[config.mk]
export PLATFORM = sky130hd
export DESIGN_NAME = intr_ctl
export DESIGN_NICKNAME = d
export VERILOG_FILES = /design/src/rtl/intr_ctl.sv
export SDC_FILE = /design/constraint.sdc
export NUM_CORES = 1
export LEC_CHECK = 0
export CAP_MARGIN = 10
export CELL_PAD_IN_SITES_DETAIL_PLACEMENT = 0
export CELL_PAD_IN_SITES_GLOBAL_PLACEMENT = 1
export CORE_ASPECT_RATIO = 0.9
export CORE_MARGIN = 2
export CORE_UTILIZATION = 25
export CTS_CLUSTER_SIZE = 8
export DETAILED_ROUTE_END_ITERATION = 16
export PLACE_DENSITY = 0.61
export REMOVE_ABC_BUFFERS = 1
export SLEW_MARGIN = 15
export SYNTH_ARGS = -nofsm -noshare
export SYNTH_HDL_FRONTEND = slang
export SYNTH_SLANG_ARGS = --single-unit
[constraint.sdc]
create_clock -name clk -period 1.6 [get_ports clk]
set_input_delay 0.32 -clock clk [delete_from_list [all_inputs] [get_ports clk]]
set_output_delay 0.32 -clock clk [all_outputs]
set_load 0.005 [all_outputs]
[src/rtl/intr_ctl.sv]
// intr_ctl: NSRC-source interrupt controller with per-source enable and
// level/edge mode, software set/clear of edge pending bits, a lowest-index
// claim register and a registered interrupt line.
module intr_ctl #(
    parameter int              NSRC         = 8,
    parameter int              RV           = 16,
    parameter logic [NSRC-1:0] EDGE_DEFAULT = '0
) (
    input  logic            clk,
    input  logic            reset,
    input  logic [NSRC-1:0] src,
    input  logic [3:0]      io_addr,
    input  logic            io_write,
    input  logic [RV-1:0]   io_wdata,
    output logic [RV-1:0]   io_rdata,
    output logic            interrupt
);

    typedef enum logic [3:0] {
        REG_PEND   = 4'd0,
        REG_ENABLE = 4'd1,
        REG_MODE   = 4'd2,
        REG_CLAIM  = 4'd3,
        REG_SWSET  = 4'd4,
        REG_CTRL   = 4'd5
    } reg_e;

    reg_e            sel;
    logic [NSRC-1:0] src_q;
    logic            armed;
    logic [NSRC-1:0] pend;
    logic [NSRC-1:0] pend_next;
    logic [NSRC-1:0] enable;
    logic [NSRC-1:0] mode;
    logic            gen;
    logic [NSRC-1:0] rise;
    logic [NSRC-1:0] sw_set;
    logic [NSRC-1:0] sw_clr;
    logic [NSRC-1:0] edge_next;
    logic            claim_valid;
    logic [3:0]      claim_idx;
    logic [15:0]     claim_word;
    logic            unused_wdata;

    assign sel          = reg_e'(io_addr);
    assign unused_wdata = ^io_wdata;

    // Sample the raw sources; armed blocks edge detection for the first
    // cycle after reset so a source held high through reset is not seen
    // as a rising edge while src_q re-samples it.
    always_ff @(posedge clk) begin
        if (reset) begin
            src_q <= '0;
            armed <= 1'b0;
        end else begin
            src_q <= src;
            armed <= 1'b1;
        end
    end

    // Next pending value: edge bits set by rise/SWSET (set beats clear),
    // level bits track the source so they always equal src_q.
    always_comb begin
        rise      = '0;
        sw_set    = '0;
        sw_clr    = '0;
        if (armed) begin
            rise = src & ~src_q;
        end
        if (io_write && sel == REG_SWSET) begin
            sw_set = io_wdata[NSRC-1:0];
        end
        if (io_write && sel == REG_PEND) begin
            sw_clr = io_wdata[NSRC-1:0];
        end
        edge_next = rise | sw_set | (pend & ~sw_clr);
        pend_next = (mode & edge_next) | (~mode & src);
    end

    // Pending register.
    always_ff @(posedge clk) begin
        if (reset) begin
            pend <= '0;
        end else begin
            pend <= pend_next;
        end
    end

    // Software-writable configuration registers.
    always_ff @(posedge clk) begin
        if (reset) begin
            enable <= '0;
            mode   <= EDGE_DEFAULT;
            gen    <= 1'b0;
        end else if (io_write) begin
            case (sel)
                REG_ENABLE: enable <= io_wdata[NSRC-1:0];
                REG_MODE:   mode   <= io_wdata[NSRC-1:0];
                REG_CTRL:   gen    <= io_wdata[0];
                default:    ;
            endcase
        end
    end

    // Registered interrupt request.
    always_ff @(posedge clk) begin
        if (reset) begin
            interrupt <= 1'b0;
        end else begin
            interrupt <= gen & (|(pend & enable));
        end
    end

    // Claim: lowest-numbered pending and enabled source.
    always_comb begin
        claim_valid = 1'b0;
        claim_idx   = '0;
        for (int unsigned i = 0; i < NSRC; i++) begin
            if (pend[i] && enable[i] && !claim_valid) begin
                claim_valid = 1'b1;
                claim_idx   = 4'(i);
            end
        end
        claim_word = {claim_valid, 11'b0, claim_idx};
    end

    // Register read mux; unused bits and unmapped addresses read zero.
    always_comb begin
        io_rdata = '0;
        case (sel)
            REG_PEND:   io_rdata[NSRC-1:0] = pend;
            REG_ENABLE: io_rdata[NSRC-1:0] = enable;
            REG_MODE:   io_rdata[NSRC-1:0] = mode;
            REG_CLAIM:  io_rdata           = RV'(claim_word);
            REG_CTRL:   io_rdata[0]        = gen;
            default:    io_rdata           = '0;
        endcase
    end

endmodule

# Word level (Yosys, flattened, before mapping)
# Cells that the tools add are included.
# Widths: inputs -> output; s select.
classes:
  n_eq_ne: 5
  muxes: 22
  bitwise: 12
  n_reduce_logical: 29
op_table:
  columns: ["operator", "n"]
  rows:
  - ["$and 8x8->8", 5]
  - ["$mux 8", 4]
  - ["$pmux 7 s4", 1]
  - ["$mux 4", 6]
  - ["$not 8->8", 3]
  - ["$or 8x8->8", 3]
  - ["$logic_and 1x1->1", 17]
  - ["$mux 1", 10]
  - ["$eq 4x2->1 const B", 2]
  - ["$eq 4x3->1 const B", 2]
  - ["$reduce_or 8->1", 1]
  - ["$logic_not 1->1", 7]
  - ["$reduce_and 2->1", 3]
  - ["$pmux 1 s5", 1]
  - ["$eq 4x1->1 const B", 1]
  - ["$logic_not 4->1", 1]
  - ["$and 1x1->1", 1]
totals:
  register_bits: 35
  in_bits: 31

# Logic depth before layout (Yosys ltp)
# Gate-level depths: netlist (run 1).
depth:
  word_depth: 24
  depth_mapped: 6

# Worst setup path after synthesis (run 1)
# Ideal clock, no wire load.
synth_path:
  path_type: "input -> output"
  from: "input port io_addr[1]"
  to: "output port io_rdata[2]"
  arrival_time_ps: 1340
  required_ps: 1280
  path_slack_ps: -60
  stages: 5
  cell_sequence: "buf_2 -> buf_4 -> nand2_1 -> or3b_2 -> a21oi_1"
synth_via:
  elab_chain_len: 2
  word_cells_on_any_way: 5
  cone_classes: "3 x eq/ne; 1 x mux; 1 x reduce/logical"
synth_rtl:
  columns: ["element", "line", "source"]
  rows:
  - ["from (decl)", "12", "input logic [3:0] io_addr,"]
  - ["$eq 4x2->1, or another cell as far along", "130", "case (sel)"]
  - ["$pmux 7 s4 (*)", "130", null]
  - ["to (decl)", "15", "output logic [RV-1:0] io_rdata,"]
# Mark *: on every way between the ends. The rest lies on a longest branch, timed or not.

# Worst setup path in the final report (run 1)
layout_path:
  from: "register enable[3]"
  to: "output port io_rdata[0]"
layout_via:
  elab_chain_len: 16
  word_cells_on_any_way: 20
  cone_classes: "10 x mux; 10 x reduce/logical"
layout_rtl:
  columns: ["element", "line", "source"]
  rows:
  - ["from (decl)", "33", "logic [NSRC-1:0] enable;"]
  - ["from (signal assigned)", "97", "REG_ENABLE: enable <= io_wdata[NSRC-1:0];"]
  - ["$logic_and 1x1->1 (*) (2 in series)", "119", "if (pend[i] && enable[i] && !claim_valid) begin"]
  - ["$mux 1", "119", null]
  - ["$logic_not 1->1", "119", null]
  - ["$logic_and 1x1->1", "119", null]
  - ["$mux 1", "119", null]
  - ["$logic_not 1->1", "119", null]
  - ["$logic_and 1x1->1", "119", null]
  - ["$mux 1", "119", null]
  - ["$logic_not 1->1", "119", null]
  - ["$logic_and 1x1->1", "119", null]
  - ["$mux 1", "119", null]
  - ["$logic_not 1->1", "119", null]
  - ["$logic_and 1x1->1", "119", null]
  - ["$mux 4 (*)", "119", null]
  - ["$pmux 1 s5 (*)", "130", null]
# Marks and branches as above.

==> flow_metrics.env, run 1 <==
export IMPL_outcome="finished, violations left"
export IMPL_violations="setup timing"
export IMPL_nets=325
export IMPL_path_class="reg -> out"
export IMPL_slowest_delay_ns=0.36
export IMPL_p_int_mw=1.58
export IMPL_drive_above_1_share_pct=39.7
export IMPL_wl_per_cell_um=15.0
export IMPL_critPathCaptureType="primary output"
export IMPL_fmax_mhz=509
export IMPL_cts_made_buffers=5
export IMPL_dr_pass1_iters=4
export IMPL_cts_buffer_depth=2
export IMPL_layout_setup_ws_ns=-0.366
export IMPL_num_rows=29
export IMPL_hp_class="reg -> reg"
export IMPL_vias=1791
export IMPL_postSynth_asyncResetShare_pct=0
export IMPL_dp_hpwl_um=4120
export IMPL_hp_start="mode[7]"
export IMPL_chipWidth_um=92.5
export IMPL_num_io_pins=48
export IMPL_port_buffers=32
export IMPL_fin_util_pct=41.0
export IMPL_grt_pass1_vias=1789
export IMPL_fin_crit_sh_pct=123
export IMPL_ir_drop_mv=0.273
export IMPL_fin_hold_ws_ns=0.499
export IMPL_finalClockSkew_ns=0.0105
export IMPL_cp_startpoint="enable[3]"
export IMPL_arrival_ns=1.65
export IMPL_leakagePower_nw=1.25
export IMPL_synth_ff_type="dfxtp_1"
export IMPL_clk_pin_slew_ns=0.07
export IMPL_ys_ff_latch=35
export IMPL_clkPwrFrac_pct=40.4
export IMPL_drc=0
export IMPL_grt_max_degree=16
export IMPL_cp_max_fo=2
export IMPL_min_period_ns=1.97
export IMPL_start_util_pct=25.4
export IMPL_n_antenna_cell=0
export IMPL_grt_pass1_wl_um=9280
export IMPL_overflow=0
export IMPL_tns_ns=-0.812
export IMPL_dieArea_um2=7730
export IMPL_syn_area_um2=1760
export IMPL_pre_cts_slack_ns=-0.847
export IMPL_area_growth_pct=61.2
export IMPL_core_area_um2=6930
export IMPL_syn_area_per_cell_um2=8.64
export IMPL_wirelength_um=5810
export IMPL_ys_types=38
export IMPL_drtAntennaViolNets=0
export IMPL_cp_required_ns=1.28
export IMPL_synthCells=204
export IMPL_antenna_found_initial=0
export IMPL_gr_usage_all_layers_pct=15.5
export IMPL_p_sw_uw=496
export IMPL_synth_edf_count=0
export IMPL_clock_latency_ns=0.29
export IMPL_power_frac_comb_pct=15.5
export IMPL_regArea_um2=712
export IMPL_hold_viol=0
export IMPL_rsz0062_at_grt="yes"
export IMPL_synth_warnings=0
export IMPL_cts_tree="yes"
export IMPL_final_common_cell="buf_4"
export IMPL_worst_path_max_delay_cell="a222oi_1"
export IMPL_cp_start_kind="flip-flop"
export IMPL_multi_input_area_um2=1070
export IMPL_cap_violations=0
export IMPL_pwr_share_seq_pct=44.1
export IMPL_yosysSeqAreaShare_pct=39.8
export IMPL_clock_root_buffer="clkbuf_8"
export IMPL_clock_sinks=35
export IMPL_power_share_switching_pct=23.9
export IMPL_cp_cell_sequence="buf_6 > a222oi_1 > a21oi_1 > o221ai_1 > o311ai_1 > buf_2"
export IMPL_viasPerCell=4.62
export IMPL_maxSlewViolCount=0
export IMPL_gp_congestion=0.789
export IMPL_rr_startpoint="armed"
export IMPL_drtIter0Drc=101
export IMPL_setup_viol=4
export IMPL_pwr_density_cell_nw_per_um2=731
export IMPL_fillers=709
export IMPL_htreeDepth=2
export IMPL_mostFrequentLayoutCells="47 x buf_4, 26 x dfxtp_1, 23 x nor2_1"
export IMPL_die_h_um=83.6
==> path summary, 6_finish.rpt <==
| check | to | slack (ns) | cells past startpoint |
|---|---|---|---|
| setup / recovery | io_rdata[0] | -0.37 | 6 |
| hold / removal | mode[7] | 0.50 | 2 |
| setup reg to reg | pend[3] | 0.35 | 4 |
| hold reg to reg | mode[7] | 0.50 | 2 |
==> metrics by stage <==
step           instance area (µm²)  power, mW  instances
2_1_floorplan                 1680       1.02        193
3_3_place_gp                  2540       1.22        369
3_5_place_dp                  2540       1.22        369
4_1_cts                       2790       2.09        386
5_1_grt                       2840       2.18        388
6_report                      2840       2.08        388
==> Yosys cell counts (all sizes together) (3+ instances only) <==
cell / count / area [µm²]
a21bo: 3 / 30.0
a41o: 5 / 50.1
a21oi: 18 / 90.1
nor2b: 9 / 56.3
mux2i: 18 / 180
a22oi: 6 / 45.0
a32o: 5 / 50.1
dfxtp: 35 / 701
clkbuf: 4 / 15.0
nand2: 17 / 63.8
a211oi: 4 / 30.0
o21ai: 9 / 45.0
buf: 13 / 88.8
nor2: 27 / 101
nand3: 9 / 50.1
==> what timing repair did <==
item / CTS / global route
pin swaps: 20 / 11
resized for setup: 81 / 14
setup buffers: 10 / 3
setup endpoints to repair: 25 / 11
hold buffers: 0 / 0
==> layer usage <==
metal  track usage (%)  vias up  part of all wire, %
met4              3.80        0                 0.72
met2              25.1       39                   47
met1              21.0      847                   49
met3              3.52        4                  3.9
li1                  -      901                    -
met5                 0        -                    0
==> flip-flops by register name, summed over array words and instances, names as in the netlist <==
register,cells
interrupt,1
enable,8
armed,1
mode,8
pend,8
src_q,8
gen,1
==> kinds of logic (layout without fill, tap and decap cells) <==
| group | count (synthesis) | after routing | synth area share, % |
|---|---|---|---|
| buf+inv | 19 | 104 | 6.32 |
| other cells | 1 | 7 | 0.213 |
| simple gates | 76 | 76 | 21.6 |
| compound gates | 55 | 55 | 21.9 |
| mux | 18 | 18 | 10.2 |
| flops | 35 | 35 | 39.8 |
==> cell type report <==
cell class	instances	area share, %
flip-flops and latches	35	25.1
inverters	2	0.264
clock inverters	2	1.23
well taps	93	4.10
repair buffers	94	28.8
clock buffers	6	2.91
multi-input cells	156	37.6
==> power groups by stage <==
| stage | clock network, mW | logic [mW] | registers [mW] |
|---|---|---|---|
| 2_1_floorplan | 0 | 0.0838 | 0.933 |
| 3_3_place_gp | 0 | 0.289 | 0.932 |
| 3_5_place_dp | 0 | 0.287 | 0.932 |
| 4_1_cts | 0.860 | 0.314 | 0.914 |
| 5_1_grt | 0.912 | 0.348 | 0.919 |
| 6_report | 0.838 | 0.322 | 0.915 |
==> worst max-delay path, delay by kind of cell, from the launching register on <==
kind	cells	cell delay [ns]
AOI/OAI and AO/OA	4	0.79
DFF	1	0.33
buffers and inverters	2	0.25
Power figures use the tool's default switching activity.
==> run 2, diff against run 1 <==
- CORE_ASPECT_RATIO: 0.9 -> 1.25
==> flow_metrics.env, run 2 (synthesis results as in run 1) <==
export IMPL_dr_pass1_iters=4
export IMPL_clkPwrFrac_pct=33.7
export IMPL_power_frac_comb_pct=17.3
export IMPL_mostFrequentLayoutCells="58 x buf_4, 26 x dfxtp_1, 24 x nor2_1"
export IMPL_clock_sinks=35
export IMPL_hp_class="in -> reg"
export IMPL_maxSlewViolCount=0
export IMPL_finalClockSkew_ns=0.00461
export IMPL_fmax_mhz=511
export IMPL_path_class="reg -> out"
export IMPL_gr_usage_all_layers_pct=16.0
export IMPL_setup_viol=5
export IMPL_antenna_found_initial=0
export IMPL_fin_crit_sh_pct=122
export IMPL_start_util_pct=25.6
export IMPL_drive_above_1_share_pct=42.8
export IMPL_min_period_ns=1.96
export IMPL_drc=0
export IMPL_clock_latency_ns=0.28
export IMPL_overflow=0
export IMPL_port_buffers=32
export IMPL_fin_hold_ws_ns=0.504
export IMPL_ir_drop_mv=0.294
export IMPL_outcome="finished, violations left"
export IMPL_cp_start_kind="flip-flop"
export IMPL_nets=334
export IMPL_cp_required_ns=1.28
export IMPL_clock_root_buffer="clkbuf_8"
export IMPL_gp_congestion=0.857
export IMPL_rsz0062_at_grt="yes"
export IMPL_core_area_um2=6890
export IMPL_grt_pass1_vias=1843
export IMPL_cap_violations=0
export IMPL_p_sw_uw=490
export IMPL_n_antenna_cell=0
export IMPL_p_int_mw=1.38
export IMPL_leakagePower_nw=1.27
export IMPL_finalPower_mw=1.87
export IMPL_wl_per_cell_um=15.1
export IMPL_final_common_cell="buf_4"
export IMPL_viasPerCell=4.73
export IMPL_cts_hold_buf=0
export IMPL_power_share_switching_pct=26.2
export IMPL_area_growth_pct=62.4
export IMPL_grt_max_degree=14
export IMPL_layout_setup_ws_ns=-0.355
export IMPL_pre_cts_slack_ns=-0.847
export IMPL_num_io_pins=48
export IMPL_num_rows=34
export IMPL_arrival_ns=1.64
export IMPL_pwr_density_cell_nw_per_um2=654
export IMPL_cts_tree="yes"
export IMPL_drtIter0Drc=108
export IMPL_drtAntennaViolNets=0
export IMPL_cts_made_buffers=5
export IMPL_critPathCaptureType="primary output"
export IMPL_cts_buffer_depth=2
export IMPL_wirelength_um=5960
export IMPL_die_h_um=97.9
export IMPL_cp_max_fo=2
export IMPL_dp_hpwl_um=4420
export IMPL_clk_pin_slew_ns=0.07
export IMPL_htreeDepth=2
export IMPL_rrSetupSlack_ns=0.33
export IMPL_grt_pass1_wl_um=9560
export IMPL_vias=1865
export IMPL_pwr_share_seq_pct=49.0
export IMPL_violations="setup timing"
export IMPL_placed_cells=376
export IMPL_hold_viol=0
export IMPL_instances_no_fill=394
export IMPL_dieArea_um2=7740
export IMPL_chipWidth_um=79.1
## run 2: path summary, 6_finish.rpt
kind / startpoint / endpoint / cells after the start
max: pend[2] / io_rdata[2] / 5
max reg2reg: pend[2] / interrupt / 7
min: io_addr[1] / mode[3] / 4
min reg2reg: mode[6] / mode[6] / 3
## run 2: worst max-delay path: stages (launching register included)
cell,delay (ns)
dfxtp_2,0.35
a22oi_2,0.26
nand2_2,0.11
or3b_4,0.38
a21oi_2,0.13
buf_2,0.12
## run 2: layout make-up
type	instances	area, µm²
inverter	2	7.51
multi-input combinational	156	1090
tap	90	113
timing repair buffer	103	858
sequential	35	712
fill	703	4030
clock buffer	7	76.3
clock inverter	1	5.00
## run 2: metrics by stage
| step | area [µm²] | utilization [%] | setup TNS, ns |
|---|---|---|---|
| 2_1_floorplan | 1680 | - | 0 |
| 3_3_place_gp | 2600 | 37.7 | -18.85 |
| 3_5_place_dp | 2600 | 37.7 | -18.73 |
| 4_1_cts | 2810 | 40.8 | -1.37 |
| 5_1_grt | 2860 | 41.5 | -1.52 |
| 6_report | 2860 | 41.5 | -1.04 |
## run 2: power by group through the flow
stage | Clock (mW) | Sequential (mW) | Combinational (mW)
after detailed placement | 0 | 0.932 | 0.296
after global routing | 0.687 | 0.918 | 0.351
final | 0.631 | 0.916 | 0.324
after CTS | 0.652 | 0.915 | 0.314
after floorplan | 0 | 0.933 | 0.0838
after global placement | 0 | 0.932 | 0.295
## run 2: timing repair
item                       in CTS  in global routing
setup buffers                   7                  2
gates cloned                    1                  0
gates resized for setup        72                 22
pin swaps                      15                 11
setup endpoints to repair      33                 17
## run 2: routing by layer
layer | global-route usage [%] | wire length, µm | vias to the layer above
li1 | - | - | 921
met1 | 19.8 | 2620 | 895
met2 | 27.6 | 3070 | 43
met3 | 2.68 | 193 | 6
met4 | 5.70 | 78 | 0
met5 | 0 | 0 | -
